File: config.mk
export PLATFORM = sky130hd
export DESIGN_NAME = cnn_tile_loader
export DESIGN_NICKNAME = d
export VERILOG_FILES = /design/src/rtl/cnn_loader_pkg.sv /design/src/rtl/window_unpack_reg.sv /design/src/rtl/cnn_tile_loader.sv
export SDC_FILE = /design/constraint.sdc
export NUM_CORES = 1
export LEC_CHECK = 0
export CELL_PAD_IN_SITES_DETAIL_PLACEMENT = 0
export CELL_PAD_IN_SITES_GLOBAL_PLACEMENT = 1
export CORE_MARGIN = 5
export CORE_UTILIZATION = 40
export DETAILED_ROUTE_END_ITERATION = 10
export DONT_BUFFER_PORTS = 1
export PLACE_DENSITY = 0.64
export SYNTH_ARGS = -nofsm -noshare
export SYNTH_HDL_FRONTEND = slang
export SYNTH_SLANG_ARGS = --single-unit
File: constraint.sdc
create_clock -name clk -period 5.1 [get_ports clk]
set_input_delay 0.765 -clock clk [delete_from_list [all_inputs] [get_ports clk]]
set_output_delay 0.765 -clock clk [all_outputs]
set_load 0.01 [all_outputs]
File: src/rtl/cnn_loader_pkg.sv
// Shared types and helpers for the CNN tile loader.
package cnn_loader_pkg;

    typedef enum logic [2:0] {
        IDLE    = 3'd0,
        LD_IFM  = 3'd1,
        LD_WGT  = 3'd2,
        LD_BIAS = 3'd3,
        FULL    = 3'd4
    } loader_state_t;

    // Words needed to carry n elements at epw elements per word.
    function automatic int unsigned words_per_window(input int unsigned n, input int unsigned epw);
        return (n + epw - 1) / epw;
    endfunction

endpackage

File: src/rtl/window_unpack_reg.sv
// N-element window register, written one input word at a time (LSB slice first).
module window_unpack_reg #(
    parameter int unsigned IN_WIDTH   = 32,
    parameter int unsigned ELEM_WIDTH = 8,
    parameter int unsigned N          = 9,
    parameter int unsigned IDX_W      = 2
) (
    input  logic                             clk,
    input  logic                             rst_n,
    input  logic                             wr_en,
    input  logic [IDX_W-1:0]                 word_idx,
    input  logic [IN_WIDTH-1:0]              word,
    output logic [N-1:0][ELEM_WIDTH-1:0]     window
);

    localparam int unsigned EPW = IN_WIDTH / ELEM_WIDTH;

    // Element e lives in word e/EPW, slice e%EPW; slices past N have no home and drop out.
    always_ff @(posedge clk or negedge rst_n) begin
        if (!rst_n) begin
            window <= '0;
        end else if (wr_en) begin
            for (int unsigned e = 0; e < N; e++) begin
                if (word_idx == IDX_W'(e / EPW)) begin
                    window[e] <= word[(e % EPW) * ELEM_WIDTH +: ELEM_WIDTH];
                end
            end
        end
    end

endmodule

File: src/rtl/cnn_tile_loader.sv
// Unpacks a word stream into an IFM window, a weight window and a bias,
// then hands the tile to the PE array; optionally reuses held weights.
module cnn_tile_loader
    import cnn_loader_pkg::*;
#(
    parameter int unsigned IN_WIDTH   = 32,
    parameter int unsigned ELEM_WIDTH = 8,
    parameter int unsigned KERNEL     = 3,
    parameter int unsigned BIAS_WIDTH = 8
) (
    input  logic                                       clk,
    input  logic                                       rst_n,
    input  logic                                       start,
    input  logic                                       reuse_wgt,
    input  logic [IN_WIDTH-1:0]                        in_data,
    input  logic                                       in_valid,
    output logic                                       in_ready,
    output logic [KERNEL*KERNEL-1:0][ELEM_WIDTH-1:0]   out_ifm,
    output logic [KERNEL*KERNEL-1:0][ELEM_WIDTH-1:0]   out_wgt,
    output logic [BIAS_WIDTH-1:0]                      out_bias,
    output logic                                       out_valid,
    input  logic                                       out_ready,
    output logic                                       busy
);

    localparam int unsigned N     = KERNEL * KERNEL;
    localparam int unsigned EPW   = IN_WIDTH / ELEM_WIDTH;
    localparam int unsigned WPW   = words_per_window(N, EPW);
    localparam int unsigned CNT_W = (WPW > 1) ? $clog2(WPW) : 1;

    loader_state_t          state_q, state_d;
    logic [CNT_W-1:0]       cnt_q, cnt_d;
    logic                   reuse_q, reuse_d;
    logic                   wgt_loaded_q, wgt_loaded_d;
    logic [BIAS_WIDTH-1:0]  bias_d;
    logic                   ifm_we, wgt_we;
    logic                   accept, last_word;

    assign accept    = in_valid && in_ready;
    assign last_word = (cnt_q == CNT_W'(WPW - 1));

    always_ff @(posedge clk or negedge rst_n) begin
        if (!rst_n) begin
            state_q      <= IDLE;
            cnt_q        <= '0;
            reuse_q      <= 1'b0;
            wgt_loaded_q <= 1'b0;
            out_bias     <= '0;
            in_ready     <= 1'b0;
            out_valid    <= 1'b0;
            busy         <= 1'b0;
        end else begin
            state_q      <= state_d;
            cnt_q        <= cnt_d;
            reuse_q      <= reuse_d;
            wgt_loaded_q <= wgt_loaded_d;
            out_bias     <= bias_d;
            // Handshake flags are decodes of the next state, so they track state_q exactly.
            in_ready     <= (state_d == LD_IFM) || (state_d == LD_WGT) || (state_d == LD_BIAS);
            out_valid    <= (state_d == FULL);
            busy         <= (state_d != IDLE);
        end
    end

    always_comb begin
        state_d      = state_q;
        cnt_d        = cnt_q;
        reuse_d      = reuse_q;
        wgt_loaded_d = wgt_loaded_q;
        bias_d       = out_bias;
        ifm_we       = 1'b0;
        wgt_we       = 1'b0;

        case (state_q)
            IDLE: begin
                if (start) begin
                    state_d = LD_IFM;
                    cnt_d   = '0;
                    reuse_d = reuse_wgt && wgt_loaded_q;
                end
            end
            LD_IFM: begin
                if (accept) begin
                    ifm_we = 1'b1;
                    if (last_word) begin
                        cnt_d   = '0;
                        state_d = reuse_q ? FULL : LD_WGT;
                    end else begin
                        cnt_d = cnt_q + CNT_W'(1);
                    end
                end
            end
            LD_WGT: begin
                if (accept) begin
                    wgt_we = 1'b1;
                    if (last_word) begin
                        cnt_d   = '0;
                        state_d = LD_BIAS;
                    end else begin
                        cnt_d = cnt_q + CNT_W'(1);
                    end
                end
            end
            LD_BIAS: begin
                if (accept) begin
                    bias_d       = in_data[BIAS_WIDTH-1:0];
                    wgt_loaded_d = 1'b1;
                    state_d      = FULL;
                end
            end
            FULL: begin
                // A start alongside the hand-off chains straight into the next tile.
                if (out_valid && out_ready) begin
                    if (start) begin
                        state_d = LD_IFM;
                        cnt_d   = '0;
                        reuse_d = reuse_wgt && wgt_loaded_q;
                    end else begin
                        state_d = IDLE;
                    end
                end
            end
            default: state_d = IDLE;
        endcase
    end

    window_unpack_reg #(
        .IN_WIDTH   (IN_WIDTH),
        .ELEM_WIDTH (ELEM_WIDTH),
        .N          (N),
        .IDX_W      (CNT_W)
    ) u_ifm (
        .clk      (clk),
        .rst_n    (rst_n),
        .wr_en    (ifm_we),
        .word_idx (cnt_q),
        .word     (in_data),
        .window   (out_ifm)
    );

    window_unpack_reg #(
        .IN_WIDTH   (IN_WIDTH),
        .ELEM_WIDTH (ELEM_WIDTH),
        .N          (N),
        .IDX_W      (CNT_W)
    ) u_wgt (
        .clk      (clk),
        .rst_n    (rst_n),
        .wr_en    (wgt_we),
        .word_idx (cnt_q),
        .word     (in_data),
        .window   (out_wgt)
    );

endmodule

* After elaboration in Yosys (flattened, before gate mapping)
Cells that the tools add are included.
Storage, ports and cells: memory bits (read-only) 0, output and inout bits 155, register bits 162, memories kept 0, memory bits (writable) 0, bits of input ports 38, logic and storage cells 80, latch bits 0
Cells by class: bitwise operators 0, eq/ne operators 12, add/sub/neg operators 1, shifts and indexed selects 0, reductions and logical operators 20, multiplexer cells 21, div/mod/pow operators 0, multipliers 0, magnitude comparators 0
Operators with widths (count):
- 3-bit 2-to-1 mux | 8
- 2-bit AND reduction | 8
- 3-bit one-hot mux with 5 select lines | 1
- 3-bit by 2-bit equality test with 1-bit output (second input constant) | 4
- 2-bit 2-to-1 mux | 4
- 3-bit by 1-bit equality test with 1-bit output (second input constant) | 2
- 3-bit equality test (second input constant) | 2
- 1-bit 2-to-1 mux | 6
- 2-bit one-hot mux with 3 select lines | 1
- 3-bit nonzero test | 2
- 1-bit logical AND | 3
- 3-bit logical NOT | 1
- 3-bit AND reduction | 1
- 2-bit by 1-bit adder with 2-bit output (second input constant) | 1
- 2-bit by 1-bit equality test with 1-bit output (second input constant) | 1
- 2-bit equality test (second input constant) | 1
- 2-bit logical NOT | 1
- 1-bit logical OR | 2
- 2-bit by 1-bit inequality test with 1-bit output (second input constant) | 1
- 2-bit inequality test (second input constant) | 1
- 1-bit one-hot mux with 2 select lines | 1
- 2-bit nonzero test | 1
- 2-bit OR reduction | 1

* Logic depth before layout (Yosys ltp)
word-level depth 7, gate-level depth with buffers 7

* Cells and area by module
Synthesis repeated with hierarchy kept, for this count alone.
Second synthesis, totals: cells, all modules 377, area, all modules 6284.8 um^2
Modules (own cells, without submodules):
- window_unpack_reg | cells each 153, area each 2713.9 um^2, times used 2
- cnn_tile_loader | cells each 71, area each 857.1 um^2, times used 1

* Worst setup path before layout
Ideal clock, no wire load.
kind input port to flip-flop, start point input in_valid, end point register u_wgt.window[32] (netlist name), library setup time 0.125 ns, slack 3.171 ns, buffers on the path 2, data required time 4.975 ns, arrival 1.804 ns, stages 6, cells stage by stage nand2_1 -> nor3_2 -> and2_1 -> buf_2 -> buf_6 -> mux2_2
On the way: cells in the longest elaborated chain, start to end 4
RTL lines:
- from (decl) | line cnn_tile_loader.sv:16 | input logic in_valid,
- 1-bit logical AND | line cnn_tile_loader.sv:39 | assign accept = in_valid && in_ready;
- 1-bit 2-to-1 mux | line cnn_tile_loader.sv:94 | if (accept) begin
- 1-bit 2-to-1 mux | line cnn_tile_loader.sv:74 | case (state_q)
- 2-bit AND reduction (no source line)
- to (signal, indexed assignment) | line window_unpack_reg.sv:25 | window[e] <= word[(e % EPW) * ELEM_WIDTH +: ELEM_WIDTH];
- to (decl) | line window_unpack_reg.sv:13 | output logic [N-1:0][ELEM_WIDTH-1:0] window
Every way passes these cells. A chain may end at the register's enable or synchronous reset.

* Final worst setup path
start point register state_q[1], end point register u_wgt.window[34] (netlist name)
On the way: cells in the longest elaborated chain, start to end 3
RTL lines:
- from (decl) | line cnn_tile_loader.sv:31 | loader_state_t state_q, state_d;
- from (signal assigned) | line cnn_tile_loader.sv:53 | state_q <= state_d;
- 3-bit by 2-bit equality test with 1-bit output | line cnn_tile_loader.sv:74
- 1-bit 2-to-1 mux | line cnn_tile_loader.sv:74
- 2-bit AND reduction (no source line)
Every way passes these cells.

==> impl_metrics.yaml <==
pwr:
  power_frac_comb_pct: 17.0
  p_seq_share_pct: 54.5
  p_sw_share_pct: 31.1
  power.switching_mw: 1.34
  internal-power_mw: 2.97
  p_per_area_nw_per_um2: 628
  ir_drop_v: 0.000212
  power.leakage_nw: 3.20
  p_clk_share_pct: 28.6
detailed_routing:
  drc: 0
  drt.antenna.violating_nets: 0
  dr.pass1.iters: 4
  drt_iter0_markers: 93
  routedWlPerCell_um: 23.0
  via_per_inst: 5.40
  dr_total_vias: 3105
  wirelength_um: 13200
synthesis:
  yosysMostFrequentCell: "dfrtp_1"
  synth_area_sq_um: 6170
  synthCells: 373
  synth_top_area_share_pct: 65.7
  ys_types: 33
  ys_seq_area_share_pct: 65.7
  synth_ff_type: "dfrtp_1"
  synthTopCellsByCount: "162 x dfrtp_1, 148 x mux2_2, 10 x buf_2, 7 x buf_6, 6 x nor2_1"
  synth_edf_count: 0
  synth_compound_area_share_pct: 1.11
  avgSynthCellArea_sq_um: 16.6
  yosys.area_share.simple_pct: 2.90
  synth_mux_area_share_pct: 28.0
  synth_top_family_by_area: "multiplexers"
  synth_top_area_cell: "dfrtp_1"
  yosys.area_share.adder_pct: 0
  synth_seq_cells: 162
  yosys_warnings: 0
  synth-async-reset-ratio_pct: 100
  synth_nets: 411
  synthTopCellsByArea: "dfrtp_1 66%, mux2_2 27%, buf_6 1.3%"
  synthXorXnorAreaFrac_pct: 0.142
clock_tree:
  numCtsBuffers: 17
  clock_path_buffers: 2
  cts_sinks: 162
  hold_buffers: 0
  cts_root_buf: "clkbuf_16"
  path_clk_slew_ps: 60
  htreeDepth: 4
  postCtsSetupRepairBufs: 0
  cts_resized: 0
  insertion_delay_ps: 420
  cts_tree: "done"
floorplanning:
  core_sq_um: 15100
  rows: 45
  start_util_pct: 40.8
  die_area_sq_um: 18000
  io_pins: 193
  die_w_um: 134
  die_h_um: 134
timing:
  setup-tns-final_ps: 0
  worst_hold_slack_ps: 41.3
  post-route-period-util_pct: 43.2
  fin_crit_ps: 2200
  worst_pin_slew_ps: 923
  maxSlewViolCount: 0
  finClkSkew_ps: 10.7
  slew_headroom_pct: 38.2
  setup_viol: 0
  finalHoldViolCount: 0
  fmax_ghz: 0.454
  rsz0062_at_grt: "false"
final_layout:
  nets: 413
  area_growth_pct: 11.0
  final_core_util_pct: 45.3
  drive_above_1_share_pct: 47.0
  final_area_sq_um: 6860
  antenna_cells: 0
placed_design:
  place_congestion: 0.743
  place_area_sq_um: 6280
  port_buffers: 0
  hpwlAfterDp_um: 8820
status:
  status: "complete, no violations"
global_routing:
  grt_max_degree: 163
  grt_pass1_vias: 3453
  track_usage_pct: 15.2
  grt_pass1_wl_um: 20900
  antenna_found_initial: 0
  overflow: 0
min_path:
  min_path_type: "in -> async"
critical_path:
  cp-end-kind: "flip-flop"
  arrival_ps: 2490
  critPathMaxFanout: 32
  reg2regPathDepth: 4
  critPathRequiredTime_ps: 5390
  crit_path_start_kind: "flip-flop"
  critPathKind: "reg -> reg"
flow_run:
  maxCapViolCount: 0
-- placed cells by master (no fill, tap or decap), types with 3 or more instances in the layout --
cell and instances:
clkbuf_1 4, clkbuf_16 17, dfrtp_1 162, mux2_1 4, mux2_2 148, nand2_2 3
nor2_1 6
-- logic make-up (layout without fill, tap and decap cells) --
kind of cell / count (synthesis) / in the layout
compound gates: 9 / 9
simple gates: 29 / 29
buf+inv: 18 / 32
xor+xnor: 1 / 1
flops: 162 / 162
mux: 154 / 154
-- path summary, 6_finish.rpt --
path	start	slack [ps]	end
worst max-delay path	state_q[1]	2900	u_wgt.window[34]
worst max register to register	state_q[1]	2900	u_wgt.window[34]
worst min-delay path	rst_n	40	u_wgt.window[0]
worst min register to register	wgt_loaded_q	470	wgt_loaded_q
min in group clk	wgt_loaded_q	470	wgt_loaded_q
max in group asynchronous	rst_n	4780	u_wgt.window[24]
-- state kept, by name (all words and copies together), names as in the netlist --
| signal | flops |
|---|---|
| busy | 1 |
| cnt_q | 2 |
| in_ready | 1 |
| out_bias | 8 |
| out_valid | 1 |
| reuse_q | 1 |
| state_q | 3 |
| u_ifm.window | 72 |
| u_wgt.window | 72 |
| wgt_loaded_q | 1 |
-- layout make-up --
cell class                 count  area [sq um]
clock buffer                  23           468
tap                          188           235
multi-input combinational    193          1990
clock inverter                 8           104
fill                        1346          8290
sequential                   162          4050
inverter                       1          3.75
-- metal layers --
layer | wire, um | track usage [%] | vias to the layer above
li1 | - | - | 1327
met1 | 4920 | 16.7 | 1658
met2 | 6910 | 25.4 | 106
met3 | 1220 | 7.69 | 14
met4 | 173 | 5.20 | 0
met5 | 0 | 0 | -
-- power by group through the flow --
stage                     sequential [mW]  clock (mW)  combinational, mW
final                                2.35        1.23              0.730
after global routing                 2.41        1.32              0.816
after CTS                            2.37        1.27              0.746
after detailed placement             2.38           0              0.746
after global placement               2.38           0              0.714
after floorplan                      2.20           0              0.700
-- metrics by stage --
step | setup WS (ps) | power (mW) | instances
3_3_place_gp | 2690 | 3.09 | 544
6_report | 2900 | 4.31 | 575
5_1_grt | 2710 | 4.55 | 575
4_1_cts | 2830 | 4.38 | 575
3_5_place_dp | 2620 | 3.13 | 544
2_1_floorplan | 3170 | 2.90 | 373
-- critical path, cell delays in order, from the launching register on --
cell      delay [ps]
dfrtp_1          560
nand2b_1         180
nor3_2           180
and2_2           710
mux2_2           410
(Power assumes the default switching activity.)
